===== config.mk =====
export PLATFORM = sky130hd
export DESIGN_NAME = mem_bus_arbiter
export DESIGN_NICKNAME = d
export VERILOG_FILES = /design/src/rtl/mem_bus_arbiter.sv
export SDC_FILE = /design/constraint.sdc
export NUM_CORES = 1
export LEC_CHECK = 0
export ABC_AREA = 0
export BUFFER_PORTS_ARGS = -buffer_cell sky130_fd_sc_hd__buf_2
export CAP_MARGIN = 20
export CORE_ASPECT_RATIO = 1.25
export CORE_UTILIZATION = 40
export DETAILED_ROUTE_END_ITERATION = 12
export PLACE_DENSITY_LB_ADDON = 0.3
export SYNTH_ARGS = -nofsm -noshare
export SYNTH_HDL_FRONTEND = slang
export SYNTH_SLANG_ARGS = --single-unit

===== constraint.sdc =====
create_clock -name clk -period 1.61 [get_ports clk]
set_clock_uncertainty 0.1 [all_clocks]
set_input_delay 0.322 -clock clk [delete_from_list [all_inputs] [get_ports clk]]
set_output_delay 0.322 -clock clk [all_outputs]
set_load 0.005 [all_outputs]

===== src/rtl/mem_bus_arbiter.sv =====
// mem_bus_arbiter: shares one downstream memory port among several core-side buses.
// Each master raises req and holds it until its one-cycle ready pulse. The arbiter
// grants in IDLE, optionally waits a fixed number of cycles, issues a single-cycle
// downstream strobe (or flags an out-of-range error), then answers in RESP.
module mem_bus_arbiter #(
    parameter int                NUM_MASTERS = 2,
    parameter int                ADDR_W      = 32,
    parameter int                DATA_W      = 32,
    parameter int                MASK_W      = DATA_W / 8,
    parameter logic [ADDR_W-1:0] BASE_ADDR   = ADDR_W'(32'h8000_0000),
    parameter logic [ADDR_W-1:0] MEM_SIZE    = ADDR_W'(32'h0800_0000),
    parameter int                WAIT_CYCLES = 0,
    parameter int                RR_MODE     = 1
) (
    input  logic                          clk,
    input  logic                          rst,
    input  logic [NUM_MASTERS-1:0]        I_m_req,
    input  logic [NUM_MASTERS-1:0]        I_m_we,
    input  logic [NUM_MASTERS*ADDR_W-1:0] I_m_addr,
    input  logic [NUM_MASTERS*DATA_W-1:0] I_m_wdata,
    input  logic [NUM_MASTERS*MASK_W-1:0] I_m_mask,
    output logic [DATA_W-1:0]             O_m_rdata,
    output logic [NUM_MASTERS-1:0]        O_m_ready,
    output logic [NUM_MASTERS-1:0]        O_m_err,
    output logic                          O_mem_req,
    output logic                          O_mem_we,
    output logic [ADDR_W-1:0]             O_mem_addr,
    output logic [DATA_W-1:0]             O_mem_wdata,
    output logic [MASK_W-1:0]             O_mem_mask,
    input  logic [DATA_W-1:0]             I_mem_rdata
);

    // A single master still needs a 1-bit index so the grant register exists.
    localparam int IDX_W = (NUM_MASTERS > 1) ? $clog2(NUM_MASTERS) : 1;

    // The wait counter is loaded with WAIT_CYCLES-1 and counts down to zero.
    localparam logic [3:0] WAIT_INIT = (WAIT_CYCLES > 0) ? 4'(WAIT_CYCLES - 1) : 4'd0;

    // After reset the pointer sits on the last master so master 0 wins first.
    localparam logic [IDX_W-1:0] PTR_INIT = IDX_W'(NUM_MASTERS - 1);

    typedef enum logic [1:0] {
        IDLE   = 2'd0,
        WAIT   = 2'd1,
        ACCESS = 2'd2,
        RESP   = 2'd3
    } state_t;

    state_t state_q;
    state_t state_d;

    logic [IDX_W-1:0]  rr_ptr_q;
    logic [IDX_W-1:0]  grant_q;
    logic              we_q;
    logic [ADDR_W-1:0] offset_q;
    logic [DATA_W-1:0] wdata_q;
    logic [MASK_W-1:0] mask_q;
    logic              err_q;
    logic [DATA_W-1:0] rdata_q;
    logic [3:0]        wait_cnt_q;

    logic              grant_valid;
    logic [IDX_W-1:0]  grant_idx;
    logic              sel_we;
    logic [ADDR_W-1:0] sel_addr;
    logic [DATA_W-1:0] sel_wdata;
    logic [MASK_W-1:0] sel_mask;
    logic [ADDR_W-1:0] sel_offset;
    logic              sel_err;

    // Pick a winner: in round-robin mode prefer the lowest requester above the pointer,
    // otherwise (or on wrap-around) the lowest requester overall.
    always_comb begin
        grant_valid = 1'b0;
        grant_idx   = '0;
        if (RR_MODE != 0) begin
            for (int i = 0; i < NUM_MASTERS; i++) begin
                if (!grant_valid && I_m_req[i] && (IDX_W'(i) > rr_ptr_q)) begin
                    grant_valid = 1'b1;
                    grant_idx   = IDX_W'(i);
                end
            end
        end
        for (int i = 0; i < NUM_MASTERS; i++) begin
            if (!grant_valid && I_m_req[i]) begin
                grant_valid = 1'b1;
                grant_idx   = IDX_W'(i);
            end
        end
    end

    // Mux out the winning master's fields and work out the rebased address and range check.
    always_comb begin
        sel_we    = 1'b0;
        sel_addr  = '0;
        sel_wdata = '0;
        sel_mask  = '0;
        for (int i = 0; i < NUM_MASTERS; i++) begin
            if (grant_idx == IDX_W'(i)) begin
                sel_we    = I_m_we[i];
                sel_addr  = I_m_addr[i*ADDR_W +: ADDR_W];
                sel_wdata = I_m_wdata[i*DATA_W +: DATA_W];
                sel_mask  = I_m_mask[i*MASK_W +: MASK_W];
            end
        end
        // Unsigned wrap makes addresses below the base look huge, hence out of range.
        sel_offset = sel_addr - BASE_ADDR;
        sel_err    = (sel_offset >= MEM_SIZE);
    end

    // State register.
    always_ff @(posedge clk) begin
        if (rst) begin
            state_q <= IDLE;
        end else begin
            state_q <= state_d;
        end
    end

    // Next-state logic: one pass IDLE -> (WAIT) -> ACCESS -> RESP -> IDLE per transaction.
    always_comb begin
        state_d = state_q;
        case (state_q)
            IDLE: begin
                if (grant_valid) begin
                    state_d = (WAIT_CYCLES > 0) ? WAIT : ACCESS;
                end
            end
            WAIT: begin
                if (wait_cnt_q == 4'd0) begin
                    state_d = ACCESS;
                end
            end
            ACCESS:  state_d = RESP;
            RESP:    state_d = IDLE;
            default: state_d = IDLE;
        endcase
    end

    // Latch the granted request, run the wait counter and capture read data.
    always_ff @(posedge clk) begin
        if (rst) begin
            rr_ptr_q   <= PTR_INIT;
            grant_q    <= '0;
            we_q       <= 1'b0;
            offset_q   <= '0;
            wdata_q    <= '0;
            mask_q     <= '0;
            err_q      <= 1'b0;
            rdata_q    <= '0;
            wait_cnt_q <= 4'd0;
        end else begin
            case (state_q)
                IDLE: begin
                    if (grant_valid) begin
                        rr_ptr_q   <= grant_idx;
                        grant_q    <= grant_idx;
                        we_q       <= sel_we;
                        offset_q   <= sel_offset;
                        wdata_q    <= sel_wdata;
                        mask_q     <= sel_mask;
                        err_q      <= sel_err;
                        rdata_q    <= '0;
                        wait_cnt_q <= WAIT_INIT;
                    end
                end
                WAIT: begin
                    if (wait_cnt_q != 4'd0) begin
                        wait_cnt_q <= wait_cnt_q - 4'd1;
                    end
                end
                ACCESS: begin
                    rdata_q <= (!err_q && !we_q) ? I_mem_rdata : '0;
                end
                default: begin
                end
            endcase
        end
    end

    // Drive the downstream strobe in ACCESS and the upstream response in RESP; zero otherwise.
    always_comb begin
        O_mem_req   = 1'b0;
        O_mem_we    = 1'b0;
        O_mem_addr  = '0;
        O_mem_wdata = '0;
        O_mem_mask  = '0;
        O_m_ready   = '0;
        O_m_err     = '0;
        O_m_rdata   = '0;
        if (state_q == ACCESS && !err_q) begin
            O_mem_req   = 1'b1;
            O_mem_we    = we_q;
            O_mem_addr  = offset_q;
            O_mem_wdata = wdata_q;
            O_mem_mask  = mask_q;
        end
        if (state_q == RESP) begin
            for (int i = 0; i < NUM_MASTERS; i++) begin
                O_m_ready[i] = (grant_q == IDX_W'(i));
                O_m_err[i]   = (grant_q == IDX_W'(i)) && err_q;
            end
            O_m_rdata = rdata_q;
        end
    end

endmodule


* After elaboration in Yosys (flattened, before gate mapping)
Index checks and enable logic that the tools add are counted.
Word-level totals: register bits after elaboration 110, input port bits 174, output and inout bits 106, word-level logic and storage cells 73
Operators by class: add/subtract/negate cells 2, order comparisons 3, equality and inequality tests 6, muxes and demuxes 28, bitwise operators 1, reduce and logical (&&, ||, !) cells 23
Operator list (count):
- $mux 32 | 7
- $pmux 32 s2 | 1
- $ge 32x28->1 const B | 1
- $sub 32x32->32 const B | 1
- $mux 4 | 4
- $mux 1 | 10
- $logic_and 1x1->1 | 9
- $mux 2 | 4
- $pmux 2 s4 | 1
- $pmux 4 s2 | 1
- $ne 2x2->1 const B | 3
- $reduce_and 2->1 | 3
- $logic_not 1->1 | 5
- $eq 2x2->1 const B | 2
- $logic_not 4->1 | 1
- $reduce_bool 2->1 | 2
- $reduce_bool 4->1 | 1
- $sub 4x1->4 const B | 1
- $reduce_and 3->1 | 1
- $eq 2x1->1 const B | 1
- $gt 1x1->1 const A | 2
- $logic_not 2->1 | 1
- $not 1->1 | 1

* Logic depth before layout (Yosys ltp)
word-level depth 16, gate-level depth with buffers 7, depth with buffers taken out 5

* Worst setup path before layout
OpenSTA, ideal clock, no wires.
path type register to output, from reg state_q[0], to out O_mem_addr[22], arrival time 1.165 ns, required time 1.188 ns, setup slack 0.023 ns, cell stages (with the launch flop) 5, buffers on the path 1, path through dfxtp_1 nand2b_1 nor2_1 clkbuf_1 and2_1
Between the ends: longest elaborated chain between the ends 3
Ends and longest elaborated chain:
- start, declared | RTL line 49 | state_t state_q;
- start signal, assigned | RTL line 116 | state_q <= state_d;
- $eq 2x2->1 | RTL line 191 | if (state_q == ACCESS && !err_q) begin
- $logic_and 1x1->1 | RTL line 191
- $mux 32 | RTL line 191
- end, declared | RTL line 27 | output logic [ADDR_W-1:0] O_mem_addr,
No other way between the ends.

* Final worst setup path
from reg state_q[0], to out O_m_err[0]
Between the ends: longest elaborated chain between the ends 2
Ends and longest elaborated chain:
- $eq 2x2->1 | RTL line 198 | if (state_q == RESP) begin
- $mux 2 | RTL line 198
- end, declared | RTL line 24 | output logic [NUM_MASTERS-1:0] O_m_err,
No other way between the ends.

==> flow_metrics.py <==
metrics = {
    "status": {
        "outcome": "complete, but fails checks",
        "violations": "setup timing",
    },
    "logic_synthesis": {
        "synthXorXnorAreaFrac": 0.003374,
        "synth.area.mux_share": 0,
        "ys_types": 32,
        "yosysWarningCount": 0,
        "synth_edf_count": 0,
        "postSynthNetCount": 842,
        "synth_area_leader_cell": "dfxtp_1",
        "syn-cell-area_sq_um": 5191,
        "synth_ff_type": "dfxtp_1",
        "synthAdderAreaFrac": 0.002410,
        "synth_seq_cells": 110,
        "yosys.area_share.simple": 0.3350,
        "synth_area_leaders": "dfxtp_1, a311oi_1, nand2_1",
        "synth_top_cell_area_share": 0.4242,
        "synth_top_family_by_area": "simple AND/OR/NAND/NOR gates",
        "synth_compound_area_frac": 0.1757,
        "synth_area_per_cell_sq_um": 7.783,
        "yosys-top-cells-count": "nand2_1, dfxtp_1, nor2_1, and2_1, a311oi_1",
        "synthArstFlopShare": 0,
        "synth_most_common_cell": "nand2_1",
        "synth_cells": 667,
        "ys_seq_area_frac": 0.4242,
    },
    "placement": {
        "placed_cells": 1085,
        "io_buffers": 279,
        "dpl.hpwl_um": 11210,
        "gp_congestion": 0.7875,
    },
    "cts": {
        "clock_sinks": 110,
        "cts_buffer_depth": 2,
        "cts_tree": "built",
        "hold_buffers": 0,
        "root_buffer": "clkbuf_16",
        "cts.clk_slew.worst_paths_ps": 80,
        "cts_max_level": 3,
        "cts_inserted_buffers": 9,
        "insertion_delay_ps": 350,
    },
    "cells_and_area": {
        "utilization": 0.7158,
        "fill_cells": 965,
        "final_nets": 1156,
        "final-instance-count-excl-fill": 1155,
        "drive_above_1_share": 0.5264,
        "multiInputGateArea_sq_um": 3369,
        "register_area_sq_um": 2206,
        "area_growth_pct": 74.60,
    },
    "min_path": {
        "hp-class": "input pin to flip-flop",
    },
    "worst_setup_path": {
        "cp-start-kind": "flip-flop",
        "path_class": "flip-flop to output pin",
        "crit_buf_inv": 3,
        "worstPathMaxFanout": 17,
        "required_ps": 1190,
        "max_stage_delay_ps": 330,
        "cp_top_family": "buffers and inverters",
        "crit_slowest_cell": "dfxtp_1",
        "crit_arrival_ps": 1600,
        "end_kind": "output pin",
        "crit_chain": "buf_4 -> buf_12 -> nand2_1 -> nor2_1 -> and2_1 -> buf_2",
    },
    "floorplanning": {
        "die_w_um": 103.9,
        "core-area_sq_um": 12660,
        "die_height_um": 129.4,
        "placementRows": 46,
        "die_area_sq_um": 13440,
        "start_util": 0.4100,
        "ios": 280,
    },
    "timing": {
        "setup_viol": 211,
        "worst_slack_ps": -408.0,
        "tightest_slew_ps": 352.9,
        "slew_violations": 0,
        "fmax_ghz": 0.4955,
        "final_hold_viol_count": 0,
        "min_period_ps": 2018,
        "rsz0062_at_grt": "true",
        "hold_ws_ps": 108.7,
        "max_slew_margin": 0.7648,
        "fin_setup_tns_ps": -36390,
        "finalCritPeriodShare": 1.253,
    },
    "power": {
        "sw_frac_of_total": 0.3107,
        "power.density_nw_per_um2": 859.5,
        "power.internal_mw": 5.370,
        "seqPwrFrac": 0.405,
        "worst_ir_drop_vdd_uv": 520.3,
        "clockPowerShare": 0.278,
        "p_sw_mw": 2.420,
        "p_leak_nw": 4.187,
        "p_total_mw": 7.791,
        "p_comb_frac": 0.317,
    },
    "grt": {
        "grt_pass1_wl_um": 27670,
        "grt-ovfl-total": 0,
        "grt_pass1_vias": 5469,
        "grt_max_degree": 33,
        "antenna_found_initial": 1,
        "grt_util_all_layers": 0.2637,
    },
    "drt": {
        "route.vias.total": 6184,
        "remaining_drc_errors": 0,
        "wl_met1_um": 7814,
        "route.met3.wl_um": 1122,
        "drtAntennaViolNets": 0,
        "vias_per_cell": 5.354,
        "first_pass_iters": 5,
        "drt_iter0_markers": 253,
        "route.met2.wl_um": 11070,
        "wire_per_inst_um": 17.78,
        "topRoutingLayerUsed": "met4",
        "totalWireLength_um": 20540,
    },
    "run": {
        "max_cap_violations": 0,
    },
}
## final timing paths
path | from | endpoint | slack (ps) | cells past startpoint
worst min-delay path | I_m_wdata[60] | wdata_q[28]$_SDFFE_PP0P_ | 110 | 3
worst max-delay path | state_q[0]$_SDFFE_PP0P_ | O_m_err[0] | -410 | 6
worst max register to register | state_q[1]$_SDFFE_PP0P_ | offset_q[6]$_SDFFE_PP0P_ | -230 | 10
worst min register to register | offset_q[31]$_SDFFE_PP0P_ | offset_q[31]$_SDFFE_PP0P_ | 350 | 2
## layout make-up
class	count	share of cell area
multi-input combinational	490	0.3718
inverter	3	0.001242
sequential	110	0.2434
antenna	1	0.0002761
clock buffer	9	0.02485
tap	168	0.02319
clock inverter	7	0.006350
timing repair buffer	367	0.3290
## worst min-delay path, cell delays in order
cell and delay, ps:
buf_2 100, nand2_1 40, a311oi_1 70
## cells in the final DEF, fill, tap and decap left out, types with 2 or more instances in the layout
master     count
nor4b_1        2
buf_12        26
dfxtp_1      109
nor2_4        20
nor2_1        64
clkbuf_16     17
a21oi_2        3
inv_6          2
buf_8          9
nand2_1      144
a311oi_1      44
nand2b_4       2
and2_1        68
nor3_2         2
a311oi_2      23
buf_2        261
or3_1          3
and3_1        16
nor3_4         2
buf_16        11
and2_4         3
buf_6         27
and3_4        17
a21oi_1        4
buf_4         24
a22oi_2       32
nor2_2        23
inv_1          3
clkinv_4       4
## power by group through the flow
stage	combinational, mW	sequential, mW	clock, mW
after global placement	1.46	3.16	0
after global routing	2.62	3.18	2.32
after floorplan	0.835	3.11	0
final	2.47	3.16	2.16
after CTS	2.02	3.10	2.18
after detailed placement	1.47	3.16	0
## cell families after synthesis
family | Yosys count
XOR/XNOR | 2
AO/OA/AOI/OAI | 112
adder cells (fa/ha/maj) | 1
flip-flops | 110
buffers and inverters | 67
AND/OR/NAND/NOR | 375
## sequential cells by signal (all words and copies together), names as in the netlist
name / cells
err_q: 1
wait_cnt_q: 4
rr_ptr_q: 1
rdata_q: 32
state_q: 2
offset_q: 32
grant_q: 1
mask_q: 4
we_q: 1
wdata_q: 32
## what timing repair did
item | CTS | global route
setup buffers | 15 | 18
gates cloned | 19 | 9
gates resized for setup | 74 | 156
pin swaps | 27 | 54
endpoints found under the setup margin | 123 | 216
## routing by layer
layer | vias to the layer above | GRT usage
met1 | 2948 | 0.2916
met3 | 42 | 0.05936
met5 | - | 0
met2 | 261 | 0.4918
met4 | 0 | 0.1034
li1 | 2933 | -
## through the flow
stage	setup WS (ps)	area, sq um
2_1_floorplan	22.85	5191
3_3_place_gp	-32.88	6963
3_5_place_dp	-109.2	6963
4_1_cts	-329.6	8219
5_1_grt	-512.6	9061
6_report	-408.0	9064
(Power assumes the default switching activity.)
